`config.mk`:
```
export PLATFORM = sky130hd
export DESIGN_NAME = fsm_esc_rtc
export DESIGN_NICKNAME = d
export VERILOG_FILES = /design/src/rtl/fsm_esc_rtc.sv
export SDC_FILE = /design/constraint.sdc
export NUM_CORES = 1
export LEC_CHECK = 0
export BUFFER_PORTS_ARGS = -buffer_cell sky130_fd_sc_hd__buf_2
export CORE_ASPECT_RATIO = 0.75
export CORE_UTILIZATION = 50
export CTS_CLUSTER_DIAMETER = 60
export DETAILED_ROUTE_END_ITERATION = 10
export GPL_TIMING_DRIVEN = 0
export PLACE_DENSITY = 0.77
export SYNTH_ARGS = -nofsm -noshare
export SYNTH_HDL_FRONTEND = slang
export SYNTH_SLANG_ARGS = --single-unit
export TNS_END_PERCENT = 50
```
`constraint.sdc`:
```
create_clock -name clk -period 2.6 [get_ports clk]
set_clock_uncertainty 0.2 [all_clocks]
set_input_delay 0.39 -clock clk [delete_from_list [all_inputs] [get_ports clk]]
set_output_delay 0.39 -clock clk [all_outputs]
set_load 0.01 [all_outputs]
```
`src/rtl/fsm_esc_rtc.sv`:
```
// Write-only sequencer for an RTC multiplexed bus: walks 19 address/data
// accesses, each ACC_CYCLES long, with registered (glitch-free) bus strobes.
module fsm_esc_rtc #(
   parameter int ACC_CYCLES = 10
) (
   input  logic clk,
   input  logic reset,
   input  logic do_it_esc,
   output logic a_d,
   output logic cs,
   output logic rd,
   output logic wr,
   output logic rtc_to_reg,
   output logic reg_to_rtc,
   output logic dir_com_cyt,
   output logic dir_seg,
   output logic dat_seg,
   output logic dir_min,
   output logic dat_min,
   output logic dir_hora,
   output logic dat_hora,
   output logic dir_dia,
   output logic dat_dia,
   output logic dir_mes,
   output logic dat_mes,
   output logic dir_anio,
   output logic dat_anio,
   output logic dir_seg_tim,
   output logic dat_seg_tim,
   output logic dir_min_tim,
   output logic dat_min_tim,
   output logic dir_hora_tim,
   output logic dat_hora_tim
);
   localparam int CW   = $clog2(ACC_CYCLES);
   localparam int NACC = 19;

   typedef enum logic [1:0] {IDLE, ACCESS, DONE} state_t;

   state_t          state_q, state_d;
   logic [4:0]      idx_q, idx_d;
   logic [CW-1:0]   cnt_q, cnt_d;
   logic            abort_q, abort_d;

   logic [NACC-1:0] sel_q, sel_d;
   logic            a_d_q, a_d_d, cs_q, cs_d, wr_q, wr_d, r2r_q, r2r_d;

   // State, access index, cycle counter and sticky abort flag
   always_ff @(posedge clk or negedge reset) begin
      if (!reset) begin
         state_q <= IDLE;
         idx_q   <= '0;
         cnt_q   <= '0;
         abort_q <= 1'b0;
      end else begin
         state_q <= state_d;
         idx_q   <= idx_d;
         cnt_q   <= cnt_d;
         abort_q <= abort_d;
      end
   end

   // Next state: an access always runs to its last cycle; a dropped request
   // is remembered so a re-assertion cannot resurrect the aborted sequence
   always_comb begin
      state_d = state_q;
      idx_d   = idx_q;
      cnt_d   = cnt_q;
      abort_d = abort_q;
      case (state_q)
         IDLE: begin
            if (do_it_esc) begin
               state_d = ACCESS;
               idx_d   = '0;
               cnt_d   = '0;
               abort_d = 1'b0;
            end
         end
         ACCESS: begin
            abort_d = abort_q | ~do_it_esc;
            if (cnt_q == CW'(ACC_CYCLES - 1)) begin
               cnt_d = '0;
               if (abort_d) begin
                  state_d = IDLE;
                  idx_d   = '0;
                  abort_d = 1'b0;
               end else if (idx_q == 5'(NACC - 1)) begin
                  state_d = DONE;
                  idx_d   = '0;
               end else begin
                  idx_d = idx_q + 5'd1;
               end
            end else begin
               cnt_d = cnt_q + CW'(1);
            end
         end
         DONE: begin
            if (!do_it_esc) state_d = IDLE;
         end
         default: begin
            state_d = IDLE;
            idx_d   = '0;
            cnt_d   = '0;
            abort_d = 1'b0;
         end
      endcase
   end

   // Decode outputs from the next state so the registers line up with the
   // state/counter they describe
   always_comb begin
      sel_d = '0;
      a_d_d = 1'b1;
      cs_d  = 1'b1;
      wr_d  = 1'b1;
      r2r_d = 1'b0;
      if (state_d == ACCESS) begin
         sel_d[idx_d] = 1'b1;
         a_d_d = idx_d[0];   // odd index = data phase
         cs_d  = !(cnt_d >= CW'(1) && cnt_d <= CW'(ACC_CYCLES - 2));
         wr_d  = !(cnt_d >= CW'(2) && cnt_d <= CW'(ACC_CYCLES - 3));
         r2r_d = 1'b1;
      end
   end

   // Output registers, forced to idle values by reset
   always_ff @(posedge clk or negedge reset) begin
      if (!reset) begin
         sel_q <= '0;
         a_d_q <= 1'b1;
         cs_q  <= 1'b1;
         wr_q  <= 1'b1;
         r2r_q <= 1'b0;
      end else begin
         sel_q <= sel_d;
         a_d_q <= a_d_d;
         cs_q  <= cs_d;
         wr_q  <= wr_d;
         r2r_q <= r2r_d;
      end
   end

   assign a_d          = a_d_q;
   assign cs           = cs_q;
   assign wr           = wr_q;
   assign rd           = 1'b1;
   assign rtc_to_reg   = 1'b0;
   assign reg_to_rtc   = r2r_q;
   assign dir_seg      = sel_q[0];
   assign dat_seg      = sel_q[1];
   assign dir_min      = sel_q[2];
   assign dat_min      = sel_q[3];
   assign dir_hora     = sel_q[4];
   assign dat_hora     = sel_q[5];
   assign dir_dia      = sel_q[6];
   assign dat_dia      = sel_q[7];
   assign dir_mes      = sel_q[8];
   assign dat_mes      = sel_q[9];
   assign dir_anio     = sel_q[10];
   assign dat_anio     = sel_q[11];
   assign dir_seg_tim  = sel_q[12];
   assign dat_seg_tim  = sel_q[13];
   assign dir_min_tim  = sel_q[14];
   assign dat_min_tim  = sel_q[15];
   assign dir_hora_tim = sel_q[16];
   assign dat_hora_tim = sel_q[17];
   assign dir_com_cyt  = sel_q[18];
endmodule

```
# Yosys cells after proc, flatten, opt, wreduce, memory -nomap -nowiden
# Cells that the tools add are included.
# word_totals
ff_bits	35
inputBits	3
output_inout_bits	25
wordCells	57
# op_classes
add_sub_neg	2
magnitude_cmp	6
n_eq_ne	6
muxes	24
n_bitwise	3
n_reduce_logical	7
# op_table
op	count
two-way mux 5 bit	4
two-way mux 19 bit	1
case mux 5 bit (3 select lines)	1
case mux 4 bit (3 select lines)	1
two-way mux 2 bit	5
two-way mux 4 bit	2
two-way mux 1 bit	7
less-than comparator 5 x 6 -> 1 bit (second input constant)	1
case mux 2 bit (3 select lines)	1
adder 5 x 1 -> 5 bit (second input constant)	1
demux 1 bit (select 5 bit)	1
== test 5 bit (second input constant)	1
greater-or-equal comparator 5 x 1 -> 1 bit (second input constant)	1
adder 4 x 1 -> 4 bit (second input constant)	1
== test 2 x 1 -> 1 bit (second input constant)	2
== test 4 bit (second input constant)	1
greater-or-equal comparator 4 x 1 -> 1 bit (second input constant)	1
greater-or-equal comparator 4 x 2 -> 1 bit (second input constant)	1
<= comparator 4 x 3 -> 1 bit (second input constant)	1
<= comparator 4 bit (second input constant)	1
logical AND 1 bit	3
case mux 1 bit (3 select lines)	1
== test 2 bit (second input constant)	1
logical NOT 1 bit	2
other kinds (5)	6

# Depth between registers and ports, before layout
# Gate-level depths: netlist of the first run.
# depth
depth_word	10
depth_mapped	8

# Least setup slack after synthesis of the first run
# Ideal clock, no wire load.
# synth_path
path_type	register to register
startpoint	register idx_q[0]
endpoint	register sel_q[14]
setup_ns	0.095
arrival_ns	1.852
t_required_ns	2.305
slack_ns	0.454
stages_incl_launch_ff	8
cell_sequence	dfrtp_1 inv_1 ha_1 and4bb_4 or3_4 nor3b_2 nor2_4 nor4_4
# synth_via
elab_chain_len	10
elab_cells_between_ends	18
cone_classes	add/sub (1); order compare (2); eq/ne (2); mux (12); reduce/logical (1)
# synth_rtl
item	line_no	text
start: declaration	41	logic [4:0] idx_q, idx_d;
start signal: assignment	57	idx_q <= idx_d;
adder 5 x 1 -> 5 bit or == test 5 bit (tied branches)	91, 87	
two-way mux 5 bit	87	end else if (idx_q == 5'(NACC - 1)) begin
two-way mux 5 bit	83	if (abort_d) begin
two-way mux 5 bit	81	if (cnt_q == CW'(ACC_CYCLES - 1)) begin
case mux 5 bit (3 select lines)	70	case (state_q)
less-than comparator 5 x 6 -> 1 bit (implied by the code) or greater-or-equal comparator 5 x 1 -> 1 bit (tied branches)	118	sel_d[idx_d] = 1'b1;
logical AND 1 bit (implied by the code)	118	
two-way mux 1 bit (implied by the code)	118	
demux 1 bit (select 5 bit)	118	
two-way mux 19 bit *	117	if (state_d == ACCESS) begin
named net sel_d[14]	45	logic [NACC-1:0] sel_q, sel_d;
end signal: assignment	135	sel_q <= sel_d;
end: declaration	45	
# Mark *: on every way through the listed nets, which the timed path passes. The rest lies on a longest branch.
# A chain may end at the register's enable or synchronous reset.

# Worst setup path after layout of the first run
# layout_path
startpoint	register idx_q[0]
endpoint	register sel_q[5]
# layout_via
elab_cells_between_ends	18
cone_classes	add/sub (1); order compare (2); eq/ne (2); mux (12); reduce/logical (1)
# layout_lines
item	line_no	text
== test 5 bit	87	
two-way mux 2 bit	87	
two-way mux 2 bit	83	
two-way mux 2 bit	81	
case mux 2 bit (3 select lines)	70	
named net state_d[0]	40	state_t state_q, state_d;
== test 2 x 1 -> 1 bit	117	
two-way mux 19 bit	117	
named net sel_d[5]	45	
# The timed path passes the listed nets, and every way through them passes these cells.

==> metrics.txt, run 1 <==
status complete, but fails checks; violated checks hold timing; RSZ-0062 raised after global routing no; share of the synthesized area in the top cell type 45.98%; Max Cap Viol 0; n_diodes 0; Critical R2R Capture sel_q[5]; drt drc 0; routed length per instance 15.35 µm; Placement Cell Area 1917 µm²; via count 1,287; critical path arrival 2.41 ns; routed wire length 3.438 mm; Hold Path Class primary input to asynchronous set/reset pin; Iteration-0 DRC Markers 50; post-cts hold buffer count 0; GPL Wtd Cong 0.8622; cells after synthesis 151; Clock Sinks 35; Sequential Power Share 40.9%; Initial Util 52.61%; worst path required time 2.59 ns; largest net degree at the start of global routing 36; Layout Area Growth over Synthesis 15.80%; Comb pwr share 36.4%; PwrDens 921.9 nW/µm²; DRT antenna net count 0; Reg2Reg Setup Slack 0.19 ns; top cells by area, synth dfrtp_1 46%, nor3_1 4.6%, dfstp_2 4.5%; clock slew seen by the registers of the worst setup and hold paths 0.07 ns; number of flops mapped to enable cells by yosys 0; min cycle time layout 2.413 ns; Finished Core Util 60.92%; Mapped Area 1742 µm²; Synth area leader dfrtp_1; FFs w/ async S/R, synth 100.0%; Setup crit end kind register; number of synthesized register bits 35; VDD IR max 710.5 µV; setup slack at placement 0.2049 ns; total die area 3726 µm²; proportion of layout cells with a drive suffix above 1 33.15%; Final Hold Viols 32; Num CTS Buffers 5; final setup margin 0.1872 ns; Clock Tree Buf Depth 2; fmax 0.4145 GHz; total negative slack 0 ns; drt first pass iters 4; Detailed Place HPWL 2.432 mm; CTS tree yes; core box area 3311 µm²; synth unique cells 60; yosys warns 0; GRT Util Overall 19.39%; mean post-synth cell area 11.53 µm²; Syn Nets 158; # nets final 190; htree depth 2; R2R cell count 7; via density per instance 5.746; Commonest cells post-synth 32 x dfrtp_1, 16 x nor3_1, 8 x nand2_1, 8 x nor2_1, 5 x inv_1; die width 70.15 µm; final setup fails 0; clock network power share 22.6%; Design Area, Final 2017 µm²; Pleak 0.0009781 µW; Critical R2R Launch idx_q[0]; Die Height 53.12 µm; number of global-route vias before repair 1,131; Non-Filler Instances 224; Int Pwr 1184 µW; standard-cell rows 18; worst-path maximum fanout 7; sequential-to-total area share from yosys stat 50.50%; Worst Tran Pin Value 0.7516 ns; CP Class register to register; crit share post-route 92.80%; grt ovf 0; startpoint type of the worst setup path register; # IOs 28; root buf cell clkbuf_8; sw power 675.2 µW; Slew Limit Headroom 49.90%; Buffers on Ports 25; initial antenna violation count 0; placed instance count 216; most frequent cell after synthesis dfrtp_1; Filler cells 277; Slew Limit Fails 0; Post-CTS Resized 0; Post-CTS Setup Bufs 0; switching part of the total 36.31%; ys flop type dfrtp_1; first-pass GRT wire length 5.437 mm; worst hold slack -0.02059 ns; clock network latency to the later pin of the worst-skew pair 0.28 ns
layer usage:
| metal | global-route usage, % | part of all wire, % |
|---|---|---|
| met1 | 28.16 | 49 |
| met2 | 27.88 | 45 |
| met3 | 5.143 | 5.4 |
| met4 | 6.667 | 0.67 |
| met5 | 0 | 0 |
kinds of logic (layout without fill, tap and decap cells):
logic type,after synthesis,in the layout,synth area share [%]
adder cells (fa/ha/maj),4,4,2.874
buffers and inverters,12,45,3.664
other,2,2,0.4312
AO/OA/AOI/OAI,25,25,13.00
multiplexers,1,1,0.6465
flip-flops,35,35,50.50
AND/OR/NAND/NOR,72,72,28.88
flip-flops by register name, summed over array words and instances, names as in the netlist:
signal,flops
idx_q,5
wr,1
cs,1
abort_q,1
cnt_q,4
a_d,1
sel_q,19
state_q,2
reg_to_rtc,1
layout by cell type, fill, tap and decap left out, drive strengths merged, types with 4 or more instances in the layout:
cell type  netlist  final
nand2            8      8
dfrtp           32     32
buf              5     30
clkbuf           0      8
nor4             5      5
inv              7      7
nor2             9      9
nor3            16     16
ha               4      4
metrics by stage:
step / hold slack (ns) / power [µW]
2_1_floorplan: -0.1056 / 1248
3_3_place_gp: 0.2797 / 1402
3_5_place_dp: 0.3026 / 1437
4_1_cts: 0.0001367 / 1868
5_1_grt: 0.04302 / 1973
6_report: -0.02059 / 1859
final cells by class:
| type | instances | area, µm² | share of cell area [%] |
|---|---|---|---|
| repair buffers | 25 | 125.1 | 6.203 |
| plain buffers | 5 | 32.53 | 1.613 |
| multi-input cells | 104 | 798.3 | 39.58 |
| well taps | 40 | 50.05 | 2.481 |
| clock buffers | 8 | 100.1 | 4.963 |
| inverters | 7 | 31.28 | 1.551 |
| flip-flops and latches | 35 | 879.6 | 43.61 |
power by group through the flow:
stage / clock [µW] / sequential (µW) / combinational (µW)
5_1_grt: 459 / 771 / 743
4_1_cts: 430 / 759 / 678
3_5_place_dp: 0 / 767 / 670
2_1_floorplan: 0 / 767 / 482
6_report: 421 / 761 / 677
3_3_place_gp: 0 / 758 / 644
critical path, stage by stage, from the launching register on:
cell	delay, ns
dfrtp_1	0.46
inv_1	0.07
ha_1	0.21
and4bb_4	0.25
o32ai_4	0.41
nand4_1	0.19
a2111o_1	0.38
nor3_1	0.16
worst max-delay path by stage:
stage / startpoint / endpoint / depth (start not counted)
2_1_floorplan: idx_q[0] / sel_q[14] / 7
3_3_place_gp: idx_q[0] / sel_q[5] / 7
3_5_place_dp: idx_q[0] / sel_q[1] / 7
4_1_cts: idx_q[0] / sel_q[5] / 7
5_1_grt: idx_q[0] / sel_q[5] / 7
6_report: idx_q[0] / sel_q[5] / 7
No activity file was read; power rests on OpenSTA's default activity.
==> inputs of run 2 (changes only) <==
Settings changed: PLACE_DENSITY 0.77 to 0.72.
==> run 2 against run 1 <==
Compared with the run above:
- count of clock-buffer cells in the layout did not move
- core utilization rose by 0.30 points
- register-to-register slack better by 0.02 ns
- power down 0.47%
- flip-flop and latch count unchanged
- critical path depth unchanged
- largest cell class unchanged
- the run now ends clean
==> metrics.txt, run 2 (synthesized netlist as in run 1, its figures left out) <==
# nets final 191 (was 190); Iteration-0 DRC Markers 71 (was 50); most common cell after layout, fill and taps aside dfrtp_1 (unchanged); status complete, no violations (was complete, but fails checks); Critical R2R Launch idx_q[0] (unchanged); clock network latency to the later pin of the worst-skew pair 0.28 ns (about the same); total die area 3726 µm² (unchanged); min-delay src do_it_esc; Final Hold Viols 0 (was 32); largest net degree at the start of global routing 36 (unchanged); Reg2Reg Setup Slack 0.21 ns (was 0.19 ns); Filler cells 252 (was 277); RSZ-0062 raised after global routing no (unchanged); Clock Sinks 35 (unchanged); CTS tree yes (unchanged); worst path required time 2.60 ns (was 2.59 ns); routed length per instance 15.36 µm (was 15.35 µm); htree depth 2 (unchanged); Worst Path Buf+Inv 1 (unchanged); R2R cell count 7 (unchanged); Hold Path Class primary input to register (was primary input to asynchronous set/reset pin); Detailed Place HPWL 2.483 mm (was 2.432 mm); CP Class register to register (unchanged); proportion of layout cells with a drive suffix above 1 32.97% (was 33.15%); initial antenna violation count 0 (unchanged); Worst Tran Pin Value 0.7419 ns (was 0.7516 ns); crit-path cells inv_1 > ha_1 > and4bb_4 > o32ai_4 > nand4_1 > a2111o_1 > nor3_1 (unchanged); PwrDens 913.0 nW/µm² (was 921.9 nW/µm²); Post-CTS Setup Bufs 0 (unchanged); fmax 0.4178 GHz (was 0.4145 GHz); drt drc 0 (unchanged); most frequent cells in the layout 32 x dfrtp_1, 27 x buf_2, 16 x nor3_1, 8 x nand2_1, 8 x nor2_1 (unchanged); standard-cell rows 18 (unchanged); DRT antenna net count 0 (unchanged); Hold Path Sink state_q[1]; Crit path max-delay family compound AO/OA/AOI/OAI gates (unchanged); drt first pass iters 4 (unchanged); number of global-route vias before repair 1,147 (was 1,131); Critical R2R Capture sel_q[1] (was sel_q[5]); worst hold slack 0.2236 ns (was -0.02059 ns); final setup fails 0 (unchanged); Clock Tree Buf Depth 2 (unchanged); first-pass GRT wire length 5.595 mm (was 5.437 mm); via count 1,289 (was 1,287); startpoint type of the worst setup path register (unchanged); top flop regs sel_q (19), idx_q (5), cnt_q (4) (unchanged); Die Height 53.12 µm (unchanged); Slew Limit Fails 0 (unchanged); min cycle time layout 2.394 ns (was 2.413 ns); clock slew seen by the registers of the worst setup and hold paths 0.07 ns (about the same); Top reg by flops sel_q (unchanged); Layout Area Growth over Synthesis 16.38% (was 15.80%); final setup margin 0.2063 ns (was 0.1872 ns); CP peak stage delay 0.46 ns (about the same); Worst Hold Path Cells 2; Max Cap Viol 0 (unchanged); CP max-delay cell dfrtp_1 (unchanged); Buffers on Ports 25 (unchanged); core box area 3311 µm² (unchanged); routed wire length 3.457 mm (was 3.438 mm); Pleak 0.0009823 µW (was 0.0009781 µW); via density per instance 5.729 (was 5.746); Largest register FFs 19 (unchanged); VDD IR max 619.2 µV (was 710.5 µV); Setup crit end kind register (unchanged); critical path arrival 2.39 ns (was 2.41 ns); worst-path maximum fanout 7 (unchanged); total negative slack 0 ns (unchanged); grt ovf 0 (unchanged); GPL Wtd Cong 0.8882 (was 0.8622); footprint of the multi-input gates 798.3 µm² (unchanged); die width 70.15 µm (unchanged); Slew Limit Headroom 50.54% (was 49.90%); root buf cell clkbuf_8 (unchanged); # IOs 28 (unchanged); crit share post-route 92.07% (was 92.80%); Initial Util 52.61% (unchanged); Num CTS Buffers 5 (unchanged); GRT Util Overall 19.97% (was 19.39%); n_diodes 0 (unchanged); register area 879.6 µm² (unchanged); setup slack at placement 0.2415 ns (was 0.2049 ns)
==> run 2: cell count changes in the layout (fill, tap and decap cells not counted), sizes merged <==
cell,change
dlygate4sd3,+1
==> run 2: worst max-delay path by stage <==
stage                   from        end  slack [ns]  depth (start not counted)
floorplan           idx_q[0]  sel_q[14]        0.45                          7
global placement    idx_q[0]   sel_q[5]        0.27                          7
detailed placement  cnt_q[1]   sel_q[6]        0.24                          8
CTS                 cnt_q[1]   sel_q[6]        0.22                          8
global route        cnt_q[1]   sel_q[6]        0.06                          8
finish              idx_q[0]   sel_q[1]        0.21                          7
==> run 2: layout make-up <==
cell class / count / share of cell area (%)
clock buffer: 8 / 4.938
buffer: 5 / 1.605
tap: 40 / 2.469
multi-input combinational: 104 / 39.38
sequential: 35 / 43.40
inverter: 7 / 1.543
timing repair buffer: 26 / 6.667
==> run 2: metal layers <==
layer	global-route usage, %	routed length (µm)	vias to the layer above
met5	0	0	-
met4	6.000	44	0
met3	5.143	168	7
met2	31.57	1550	35
met1	27.28	1694	624
li1	-	-	623
==> run 2: through the flow <==
| step | instances | cell area [µm²] | power [µW] | utilization (%) |
|---|---|---|---|---|
| after floorplan | 151 | 1742 | 1248 | - |
| after global placement | 216 | 1917 | 1399 | 57.90 |
| after detailed placement | 216 | 1917 | 1430 | 57.90 |
| after CTS | 225 | 2027 | 1861 | 61.22 |
| after global routing | 225 | 2027 | 1962 | 61.22 |
| final | 225 | 2027 | 1851 | 61.22 |
==> run 2: power breakdown <==
| group | switching [µW] | total, µW | leakage, µW | internal [µW] |
|---|---|---|---|---|
| Clock | 180 | 422 | 0.0000515 | 241 |
| Sequential | 96.8 | 759 | 0.000453 | 662 |
| Combinational | 390 | 670 | 0.000478 | 280 |
| Total | 667 | 1850 | 0.000982 | 1180 |
==> run 2: timing repair <==
item                      4_1_cts  5_1_grt
gates resized for setup         0        0
hold endpoints to repair        7        0
hold buffers                    1        0
==> inputs of run 3 (changes only) <==
Settings changed: GPL_TIMING_DRIVEN 0 to default.
==> run 3 against run 2 <==
Compared with the run above:
- the run now ends with hold timing left
- final cell count up 5.3%
- worst hold slack got worse by 0.25 ns
- core utilization rose by 3.0 points
- routed wire length up 17%
- count of clock-buffer cells in the layout down 1
- cell area is 4.9% higher
- first-iteration DRC count rose by 4.2%
- flip-flop and latch count unchanged
- critical path type unchanged
- largest cell class unchanged
- highest routed layer unchanged
==> metrics.txt, run 3 (synthesized netlist as in run 1, its figures left out) <==
status complete, but fails checks (was complete, no violations); violated checks hold timing; Hold Path Class primary input to asynchronous set/reset pin (was primary input to register); CP peak stage delay 0.44 ns (was 0.46 ns); total negative slack 0 ns (unchanged); crit share post-route 96.16% (was 92.07%); routed length per instance 17.01 µm (was 15.36 µm); clock network latency to the later pin of the worst-skew pair 0.29 ns (was 0.28 ns); PwrDens 932.3 nW/µm² (was 913.0 nW/µm²); n_diodes 0 (unchanged); # nets final 203 (was 191); critical path arrival 2.44 ns (was 2.39 ns); Layout Area Growth over Synthesis 22.13% (was 16.38%); VDD IR max 778.3 µV (was 619.2 µV); CP max-delay cell dfrtp_1 (unchanged); Die Height 53.12 µm (unchanged); Buffers on Ports 25 (unchanged); via count 1,388 (was 1,289); die width 70.15 µm (unchanged); Final Hold Viols 32 (was 0); Slew Limit Headroom 48.16% (was 50.54%); root buf cell clkbuf_8 (unchanged); drt drc 0 (unchanged); largest net degree at the start of global routing 36 (unchanged); Clock Tree Buf Depth 2 (unchanged); final setup fails 0 (unchanged); startpoint type of the worst setup path register (unchanged); Top reg by flops sel_q (unchanged); met2 Resource Use GR 39.10% (was 31.57%); first-pass GRT wire length 6.755 mm (was 5.595 mm); top flop regs sel_q (19), idx_q (5), cnt_q (4) (unchanged); Post-CTS Setup Bufs 0 (unchanged); Detailed Place HPWL 2.908 mm (was 2.483 mm); grt ovf 0 (unchanged); most frequent cells in the layout 32 x dfrtp_1, 25 x buf_2, 18 x buf_4, 15 x nor3_1 (was 32 x dfrtp_1, 27 x buf_2, 16 x nor3_1, 8 x nand2_1, 8 x nor2_1); clock network power share 20.3% (was 22.8%); worst path required time 2.54 ns (was 2.60 ns); initial antenna violation count 0 (unchanged); proportion of layout cells with a drive suffix above 1 39.09% (was 32.97%); # IOs 28 (unchanged); Setup crit end kind register (unchanged); Sequential Power Share 36.9% (was 41.0%); switching part of the total 37.03% (was 36.06%); fmax 0.4000 GHz (was 0.4178 GHz); Largest register FFs 19 (unchanged); Crit path max-delay family simple AND/OR/NAND/NOR gates (was compound AO/OA/AOI/OAI gates); htree depth 2 (unchanged); most common cell after layout, fill and taps aside dfrtp_1 (unchanged); Worst Tran Pin Value 0.7776 ns (was 0.7419 ns); routed wire length 4.032 mm (was 3.457 mm); worst hold slack -0.02289 ns (was 0.2236 ns); GR Util met1 34.02% (was 27.28%); core box area 3311 µm² (unchanged); Pleak 0.001045 µW (was 0.0009823 µW); total die area 3726 µm² (unchanged); Max Cap Viol 0 (unchanged); Worst Path Buf+Inv 3 (was 1); worst-path maximum fanout 10 (was 7); drt first pass iters 4 (unchanged); GPL Wtd Cong 1.009 (was 0.8882); GRT Util Overall 24.51% (was 19.97%); standard-cell rows 18 (unchanged); Int Pwr 1249 µW (was 1183 µW); DRT antenna net count 0 (unchanged); number of global-route vias before repair 1,344 (was 1,147); post-cts hold buffer count 0 (was 1); crit-path cells inv_1 > ha_1 > and4bb_4 > buf_4 > or3_4 > nor3b_2 > nor2_4 > inv_2 > nor4_2 (was inv_1 > ha_1 > and4bb_4 > o32ai_4 > nand4_1 > a2111o_1 > nor3_1); sw power 734.4 µW (was 667.3 µW); Slew Limit Fails 0 (unchanged); RSZ-0062 raised after global routing yes (was no); GR Util met3 5.143% (unchanged); Comb pwr share 42.9% (was 36.2%); CP Class register to register (unchanged); Clock Sinks 35 (unchanged); via density per instance 5.857 (was 5.729); clock slew seen by the registers of the worst setup and hold paths 0.07 ns (about the same); min cycle time layout 2.500 ns (was 2.394 ns); Initial Util 52.61% (unchanged); Num CTS Buffers 5 (unchanged); CTS tree yes (unchanged); Iteration-0 DRC Markers 74 (was 71); GRT busiest layer met2 (unchanged); Final Total Pwr 1983 µW (was 1851 µW)
==> run 3: power groups by stage <==
stage               clock network [µW]  registers [µW]  logic, µW
floorplan                            0             767        482
global placement                     0             735        783
detailed placement                   0             736        822
CTS                                411             728        835
global route                       436             743        924
finish                             402             731        850
==> run 3: cell type report <==
cell class / count / area [µm²]
Clock buffer: 7 / 86.33
Sequential cell: 35 / 879.6
Timing Repair Buffer: 43 / 260.3
Tap cell: 40 / 50.05
Fill cell: 260 / 1184
Inverter: 7 / 31.28
Multi-Input combinational cell: 104 / 814.5
Clock inverter: 1 / 5.005
==> run 3: what timing repair did <==
| item | CTS | global route |
|---|---|---|
| gates cloned | 0 | 0 |
| setup endpoints to repair | 16 | 2 |
| resized for setup | 1 | 2 |
| hold endpoints to repair | 0 | 0 |
==> run 3: routing by layer <==
| layer | wire (µm) | vias up |
|---|---|---|
| met5 | 0 | - |
| met4 | 38 | 0 |
| met3 | 248 | 5 |
| met2 | 1901 | 51 |
| met1 | 1844 | 691 |
| li1 | - | 641 |
==> run 3: worst reg2reg max path: stages (launching register included) <==
cell and delay [ns]:
dfrtp_1 0.44, inv_1 0.07, ha_1 0.23, and4bb_4 0.21, buf_4 0.16, or3_4 0.40
nor3b_2 0.27, nor2_4 0.11, inv_2 0.18, nor4_2 0.08
==> run 3: path summary, 6_finish.rpt <==
check,cells past startpoint,to,slack (ns),start
max,9,sel_q[6],0.1,idx_q[0]
min,1,sel_q[7],-0.02,reset
max reg2reg,9,sel_q[6],0.1,idx_q[0]
min reg2reg,1,abort_q,0.38,abort_q
max in group asynchronous,1,state_q[1],1.73,reset
min in group clk,2,state_q[1],0.22,do_it_esc
==> run 3: per-stage QoR <==
| stage | util [%] | instances | instance area, µm² | worst slack, ns |
|---|---|---|---|---|
| 2_1_floorplan | - | 151 | 1742 | 0.4536 |
| 3_3_place_gp | 61.00 | 229 | 2019 | 0.1047 |
| 3_5_place_dp | 61.00 | 229 | 2019 | -0.1435 |
| 4_1_cts | 63.91 | 237 | 2116 | 0.09528 |
| 5_1_grt | 64.25 | 237 | 2127 | -0.009410 |
| 6_report | 64.25 | 237 | 2127 | 0.09980 |
